### config.mk
export PLATFORM = sky130hd
export DESIGN_NAME = key_recorder_player_flat
export DESIGN_NICKNAME = d
export VERILOG_FILES = /design/src/rtl/key_rec_pkg.sv /design/src/rtl/key_recorder_player_if.sv /design/src/rtl/key_event_ram.sv /design/src/rtl/key_recorder_player.sv /design/src/flat_wrapper.sv
export SDC_FILE = /design/constraint.sdc
export NUM_CORES = 2
export LEC_CHECK = 0
export ABC_AREA = 1
export CAP_MARGIN = 0
export CORE_MARGIN = 5
export CORE_UTILIZATION = 55
export DETAILED_ROUTE_END_ITERATION = 16
export GPL_ROUTABILITY_DRIVEN = 0
export PLACE_DENSITY = 0.77
export RECOVER_POWER = 25
export SYNTH_ARGS = -nofsm -noshare
export SYNTH_HDL_FRONTEND = slang
export SYNTH_SLANG_ARGS = --single-unit
export TNS_END_PERCENT = 10
### constraint.sdc
create_clock -name clk -period 11.1 [get_ports clk]
set_input_delay 2.775 -clock clk [delete_from_list [all_inputs] [get_ports clk]]
set_output_delay 2.775 -clock clk [all_outputs]
set_load 0.02 [all_outputs]
### src/rtl/key_rec_pkg.sv
// key_rec_pkg: shared constants, FSM states and event-entry packing for the key recorder.
package key_rec_pkg;
    localparam int KEYS    = 12;
    localparam int DUR_W   = 16;
    localparam int ENTRY_W = KEYS + DUR_W;

    typedef enum logic [1:0] {IDLE, RECORD, PLAY_LOAD, PLAY_HOLD} state_e;

    function automatic logic [ENTRY_W-1:0] pack_entry(input logic [KEYS-1:0] k, input logic [DUR_W-1:0] d);
        return {k, d};
    endfunction

    function automatic logic [KEYS-1:0] entry_keys(input logic [ENTRY_W-1:0] e);
        return e[ENTRY_W-1:DUR_W];
    endfunction

    function automatic logic [DUR_W-1:0] entry_dur(input logic [ENTRY_W-1:0] e);
        return e[DUR_W-1:0];
    endfunction
endpackage

### src/rtl/key_recorder_player_if.sv
// key_recorder_player_if: key lines, control pulses and status between a host and the recorder.
interface key_recorder_player_if #(parameter int CNT_W = 7);
    import key_rec_pkg::*;
    logic [KEYS-1:0]  keys_in;
    logic [KEYS-1:0]  keys_out;
    logic             rec;
    logic             play;
    logic             busy;
    logic             full;
    logic [CNT_W-1:0] event_count;
    modport master (output keys_in, rec, play, input keys_out, busy, full, event_count);
    modport slave (input keys_in, rec, play, output keys_out, busy, full, event_count);
endinterface

### src/rtl/key_event_ram.sv
// key_event_ram: single-port event store with synchronous write and registered read.
module key_event_ram
    import key_rec_pkg::*;
#(
    parameter int DEPTH = 64
) (
    input  logic                     clk,
    input  logic                     we_i,
    input  logic [$clog2(DEPTH)-1:0] addr_i,
    input  logic [ENTRY_W-1:0]       wdata_i,
    output logic [ENTRY_W-1:0]       rdata_o
);
    logic [ENTRY_W-1:0] mem_q [DEPTH];

    always_ff @(posedge clk) begin
        if (we_i) mem_q[addr_i] <= wdata_i;
        rdata_o <= mem_q[addr_i];
    end
endmodule

### src/rtl/key_recorder_player.sv
// key_recorder_player: passes synchronized keys to the tone generator, records
// key-vector changes with tick durations and replays them with the original timing.
module key_recorder_player
    import key_rec_pkg::*;
#(
    parameter int DEPTH    = 64,
    parameter int TICK_DIV = 500000
) (
    input  logic                 clk,
    input  logic                 rst,
    key_recorder_player_if.slave bus
);
    localparam int AW = $clog2(DEPTH);
    localparam int CW = AW + 1;
    localparam int PW = $clog2(TICK_DIV + 1);
    localparam logic [PW-1:0]    TMAX = PW'(TICK_DIV - 1);
    localparam logic [CW-1:0]    CMAX = CW'(DEPTH);
    localparam logic [DUR_W-1:0] DMAX = '1;

    state_e             state_q, state_d;
    logic [KEYS-1:0]    s1_q, ks_q, cur_q, cur_d, out_q, out_d, rd_keys;
    logic [DUR_W-1:0]   dur_q, dur_d, dur_inc, pcnt_q, pcnt_d, rd_dur;
    logic [CW-1:0]      cnt_q, cnt_d, cnt_inc, addr_q, addr_d;
    logic [PW-1:0]      presc_q, presc_d;
    logic               full_q, full_d, tick, we, last, hold_done;
    logic [ENTRY_W-1:0] wdata, rdata;
    logic [AW-1:0]      ram_addr;

    key_event_ram #(.DEPTH(DEPTH)) u_ram (
        .clk     (clk),
        .we_i    (we),
        .addr_i  (ram_addr),
        .wdata_i (wdata),
        .rdata_o (rdata)
    );

    assign tick      = presc_q == TMAX;
    assign dur_inc   = dur_q + 1'b1;
    assign cnt_inc   = cnt_q + 1'b1;
    assign rd_keys   = entry_keys(rdata);
    assign rd_dur    = entry_dur(rdata);
    assign last      = addr_q + 1'b1 == cnt_q;
    assign hold_done = tick && pcnt_q + 1'b1 == rd_dur;
    assign ram_addr  = state_q == RECORD ? cnt_q[AW-1:0] : addr_q[AW-1:0];
    assign presc_d   = (tick || state_d != state_q) ? '0 : presc_q + 1'b1;

    // During hold the entry keys come straight from the registered RAM read.
    assign bus.keys_out    = state_q == PLAY_HOLD ? rd_keys : out_q;
    assign bus.busy        = state_q != IDLE;
    assign bus.full        = full_q;
    assign bus.event_count = cnt_q;

    always_comb begin
        state_d = state_q;
        cur_d   = cur_q;
        dur_d   = dur_q;
        pcnt_d  = pcnt_q;
        cnt_d   = cnt_q;
        addr_d  = addr_q;
        full_d  = full_q;
        out_d   = out_q;
        we      = 1'b0;
        wdata   = pack_entry(cur_q, dur_inc);
        unique case (state_q)
            IDLE: begin
                out_d = ks_q;
                if (bus.rec) begin
                    state_d = RECORD;
                    cnt_d   = '0;
                    full_d  = 1'b0;
                    cur_d   = ks_q;
                    dur_d   = '0;
                end else if (bus.play && cnt_q != '0) begin
                    state_d = PLAY_LOAD;
                    addr_d  = '0;
                end
            end
            RECORD: begin
                out_d = ks_q;
                if (bus.rec) begin
                    we      = dur_q != '0;
                    wdata   = pack_entry(cur_q, dur_q);
                    state_d = IDLE;
                end else if (tick) begin
                    we      = ks_q != cur_q || dur_inc == DMAX;
                    cur_d   = ks_q;
                    dur_d   = we ? '0 : dur_inc;
                    state_d = we && cnt_inc == CMAX ? IDLE : RECORD;
                end
                cnt_d  = we ? cnt_inc : cnt_q;
                full_d = we && cnt_inc == CMAX;
            end
            PLAY_LOAD: begin
                state_d = bus.play ? IDLE : PLAY_HOLD;
                out_d   = bus.play ? '0 : out_q;
                pcnt_d  = '0;
            end
            PLAY_HOLD: begin
                out_d  = rd_keys;
                pcnt_d = tick ? pcnt_q + 1'b1 : pcnt_q;
                if (bus.play) begin
                    state_d = IDLE;
                    out_d   = '0;
                end else if (hold_done) begin
                    addr_d  = addr_q + 1'b1;
                    state_d = last ? IDLE : PLAY_LOAD;
                    out_d   = last ? '0 : rd_keys;
                end
            end
        endcase
    end

    always_ff @(posedge clk or posedge rst) begin
        if (rst) begin
            s1_q    <= '0;
            ks_q    <= '0;
            state_q <= IDLE;
            cur_q   <= '0;
            dur_q   <= '0;
            pcnt_q  <= '0;
            cnt_q   <= '0;
            addr_q  <= '0;
            full_q  <= 1'b0;
            out_q   <= '0;
            presc_q <= '0;
        end else begin
            s1_q    <= bus.keys_in;
            ks_q    <= s1_q;
            state_q <= state_d;
            cur_q   <= cur_d;
            dur_q   <= dur_d;
            pcnt_q  <= pcnt_d;
            cnt_q   <= cnt_d;
            addr_q  <= addr_d;
            full_q  <= full_d;
            out_q   <= out_d;
            presc_q <= presc_d;
        end
    end
endmodule
### src/flat_wrapper.sv
// flat-port wrapper written by rule: the top's interface ports become plain ports
module key_recorder_player_flat import key_rec_pkg::*;
#(
    parameter int DEPTH    = 64,
    parameter int TICK_DIV = 500000
)
  (clk, rst, bus_keys_in, bus_rec, bus_play, bus_keys_out, bus_busy, bus_full, bus_event_count);
  key_recorder_player_if bus_i ();
  input  logic clk;
  input  logic rst;
  input wire logic [$bits(bus_i.keys_in)-1:0] bus_keys_in;
  input wire logic [$bits(bus_i.rec)-1:0] bus_rec;
  input wire logic [$bits(bus_i.play)-1:0] bus_play;
  output wire logic [$bits(bus_i.keys_out)-1:0] bus_keys_out;
  output wire logic [$bits(bus_i.busy)-1:0] bus_busy;
  output wire logic [$bits(bus_i.full)-1:0] bus_full;
  output wire logic [$bits(bus_i.event_count)-1:0] bus_event_count;
  assign bus_i.keys_in = bus_keys_in;
  assign bus_i.rec = bus_rec;
  assign bus_i.play = bus_play;
  assign bus_keys_out = bus_i.keys_out;
  assign bus_busy = bus_i.busy;
  assign bus_full = bus_i.full;
  assign bus_event_count = bus_i.event_count;
  key_recorder_player #(.DEPTH(DEPTH), .TICK_DIV(TICK_DIV)) u_core (.clk(clk), .rst(rst), .bus(bus_i));
endmodule
==> flow_metrics.env <==
export IMPL_synth_area_top_cells="sky130_fd_sc_hd__edfxtp_1 (73%), sky130_fd_sc_hd__a22oi_1 (5.8%), sky130_fd_sc_hd__nand2_1 (5.4%)"
export IMPL_synth_largest_type_area_fraction_pct=73.0
export IMPL_pwr_density_cell_mw_per_mm2=233
export IMPL_synth_edff_count=1792
export IMPL_ys_dominant_reg_cell="sky130_fd_sc_hd__edfxtp_1"
export IMPL_synthesis_area_per_instance_um2=14.8
export IMPL_final_common_cell="sky130_fd_sc_hd__edfxtp_1"
export IMPL_grt_setup_unrepaired="no"
export IMPL_number_of_nets_produced_by_synthesis=4996
export IMPL_hold_buffers=0
export IMPL_hold_path_class="reg2reg"
export IMPL_chipWidth_um=376
export IMPL_total_power_uw=19100
export IMPL_num_io_pins=37
export IMPL_criticalPathCategory="in2async"
export IMPL_crit_path_top_delay_cell="sky130_fd_sc_hd__clkbuf_1"
export IMPL_floorplan_die_area_mm2=0.142
export IMPL_grt_max_degree=147
export IMPL_mostFrequentLayoutCells="sky130_fd_sc_hd__edfxtp_1 (1792), sky130_fd_sc_hd__nand2_1 (1062), sky130_fd_sc_hd__a22oi_1 (574)"
export IMPL_syn_instance_count=4971
export IMPL_synth_cell_area_mm2=0.0738
export IMPL_worst_ir_drop_vdd_mv=0.297
export IMPL_whs_path_depth=0
export IMPL_cts_resized_gates=0
export IMPL_cts_root_buf="sky130_fd_sc_hd__clkbuf_16"
export IMPL_post_route_drc_count=0
export IMPL_final_ws_setup_ns=3.53
export IMPL_leakage_uw=0.0271
export IMPL_period_needed_ns=7.57
export IMPL_maxCapViolCount=15
export IMPL_layout_worst_path_cycle_share_pct=68.2
export IMPL_ys_warn_count=0
export IMPL_clock_latency_ns=0.83
export IMPL_syn_to_final_growth_pct=11.2
export IMPL_relSlewSlack_pct=-173
export IMPL_cts_tree="yes"
export IMPL_logic_depth_of_the_worst_register_to_register_path=12
export IMPL_placement_rows=134
export IMPL_finClkSkew_ns=0.0358
export IMPL_post_synthesis_async_set_or_reset_flop_share_pct=5.99
export IMPL_startpoint_type="primary input"
export IMPL_synth_seq_area_share_pct=77.7
export IMPL_timing_critical_path_cells="dlygate4sd3_1 -> clkinvlp_2 -> clkbuf_1"
export IMPL_detailedPlacementHpwl_um=108000
export IMPL_post_route_cells_drive_above_1_share_pct=10.6
export IMPL_outcome="finished, violations left"
export IMPL_setup_viol_count_final=0
export IMPL_floorplan_initialDensity_pct=55.3
export IMPL_violations="capacitance limit, slew limit"
export IMPL_grt_antenna_before_repair=10
export IMPL_worst_ep_arrival_time_ns=7.31
export IMPL_fp_coreArea_mm2=0.133
export IMPL_grt_util_all_layers_pct=27.7
export IMPL_detailedPlace_worstSlack_ns=5.08
export IMPL_max_freq_mhz=132
export IMPL_remaining_number_of_nets_flagged_by_the_antenna_check_after_routing=0
export IMPL_netlist_top_cell_by_area="sky130_fd_sc_hd__edfxtp_1"
export IMPL_buffer_ports_inserted=36
export IMPL_worst_slew_pin_transition_ns=4.10
export IMPL_required_ns=10.84
export IMPL_hold_worst_slack_ns=0.349
export IMPL_timing_final_hold_violations=0
export IMPL_die_height_um=376
export IMPL_cts_setup_buffers=0
export IMPL_clock_path_buffers=3
export IMPL_cts_inserted_buffers=181
export IMPL_final_sum_of_negative_setup_slack_ns=0
export IMPL_synth_ff_latch_count=1936
export IMPL_detail_route_wirelength_um=200000
export IMPL_final_max_slew_viol_count=945
export IMPL_clkSinkCount=1936
export IMPL_critPathMaxFanout=70
export IMPL_clk_transition_reported_paths_ns=0.06
export IMPL_first_global_vias=43508
export IMPL_wire_per_inst_um=28.7
export IMPL_route_vias_total=45114
export IMPL_grt_pass1_wl_um=288000
export IMPL_critical_path_max_stage_delay_ns=2.72
export IMPL_worstSetupEndpointType="async pin"
export IMPL_synth_lib_cells_used_distinct=50
export IMPL_global_route_overflow_total=0
export IMPL_finalNetCount=5060
export IMPL_detailedRoute_firstPassIterationCount=8
export IMPL_detail_route_vias_per_cell=6.48
export IMPL_detail_route_iter0_violations=6985
export IMPL_cts_htree_levels=4
==> final cells by class <==
class,count,area [um^2]
Multi-Input combinational cell,2596,14900
Sequential cell,1936,57300
Fill cell,9062,51300
Clock inverter,106,1030
Timing Repair Buffer,115,958
Inverter,205,833
Tap cell,1768,2210
Antenna cell,7,17.5
Clock buffer,225,4810
==> cell usage after synthesis, types with 6 or more instances <==
cell type / n
sky130_fd_sc_hd__nand3_2: 9
sky130_fd_sc_hd__dfxtp_1: 28
sky130_fd_sc_hd__nand2_1: 1059
sky130_fd_sc_hd__inv_2: 22
sky130_fd_sc_hd__xnor2_1: 18
sky130_fd_sc_hd__buf_6: 24
sky130_fd_sc_hd__a22oi_1: 574
sky130_fd_sc_hd__a221oi_1: 20
sky130_fd_sc_hd__nor3_1: 16
sky130_fd_sc_hd__nand2_2: 19
sky130_fd_sc_hd__dfrtp_1: 116
sky130_fd_sc_hd__o22ai_1: 27
sky130_fd_sc_hd__xor2_1: 23
sky130_fd_sc_hd__o31ai_1: 6
sky130_fd_sc_hd__a221oi_2: 44
sky130_fd_sc_hd__and3_1: 38
sky130_fd_sc_hd__clkbuf_1: 26
sky130_fd_sc_hd__o21ai_0: 95
sky130_fd_sc_hd__a21oi_1: 27
sky130_fd_sc_hd__ha_1: 9
sky130_fd_sc_hd__edfxtp_1: 1792
sky130_fd_sc_hd__nand3_1: 105
sky130_fd_sc_hd__nand3b_1: 11
sky130_fd_sc_hd__a22o_1: 10
sky130_fd_sc_hd__buf_2: 159
sky130_fd_sc_hd__nor2_1: 194
sky130_fd_sc_hd__nor2_2: 15
sky130_fd_sc_hd__inv_1: 178
sky130_fd_sc_hd__o21ai_1: 18
sky130_fd_sc_hd__buf_4: 24
sky130_fd_sc_hd__nand4_1: 220
==> flip-flops by register name (all words and copies together) (netlist names) <==
| signal | flops |
|---|---|
| u_core.ks_q | 12 |
| u_core.u_ram.rdata_o | 28 |
| u_core.pcnt_q | 16 |
| u_core.presc_q | 19 |
| u_core.addr_q | 7 |
| u_core.u_ram.mem_q | 1792 |
| u_core.state_q | 2 |
| u_core.s1_q | 12 |
| u_core.bus.full | 1 |
| u_core.out_q | 12 |
| u_core.dur_q | 16 |
| u_core.cur_q | 12 |
| u_core.bus.event_count | 7 |
==> routing by layer <==
metal / wire length [um] / vias up / GRT usage [%]
met4: 11700 / 6 / 14.7
met3: 26500 / 517 / 7.71
li1: - / 18922 / -
met1: 70100 / 22334 / 36.6
met5: 54 / - / 0
met2: 91300 / 3335 / 42.3
==> cells by family after synthesis <==
kind of cell | after synthesis | share of synthesized area, %
compound gates | 842 | 8.59
xor+xnor | 43 | 0.548
simple gates | 1702 | 10.2
buf+inv | 439 | 2.90
fa+ha+maj | 9 | 0.153
flops | 1936 | 77.7
==> stage by stage <==
step           util [%]  cells  instance area (um^2)
2_1_floorplan         -   4971                 73800
3_3_place_gp       57.2   6620                 76300
3_5_place_dp       57.2   6620                 76300
4_1_cts            61.6   6951                 82100
5_1_grt            61.5   6951                 82000
6_report           61.5   6958                 82000
==> critical path: cells and delay by family <==
kind,cells,cell delay [ns]
buffers and inverters,3,4.49
==> power breakdown <==
part / internal [uW] / switching [uW] / leakage, uW
clock: 3420 / 2670 / 0.00284
combinational: 1090 / 3150 / 0.00612
sequential: 8580 / 220 / 0.0181
total: 13100 / 6040 / 0.0271
==> worst paths after layout <==
| path | slack (ns) | startpoint | endpoint |
|---|---|---|---|
| worst min register to register | 0.35 | u_core.s1_q[2] | u_core.ks_q[2] |
| max in group clk | 4.03 | bus_rec | u_core.u_ram.mem_q[9][2] |
| worst max register to register | 4.63 | u_core.cur_q[3] | u_core.u_ram.mem_q[43][2] |
| min in group asynchronous | 2.98 | rst | u_core.pcnt_q[6] |
| worst min-delay path | 0.35 | u_core.s1_q[2] | u_core.ks_q[2] |
| worst max-delay path | 3.53 | rst | u_core.cur_q[7] |
Power figures use the tool's default switching activity.
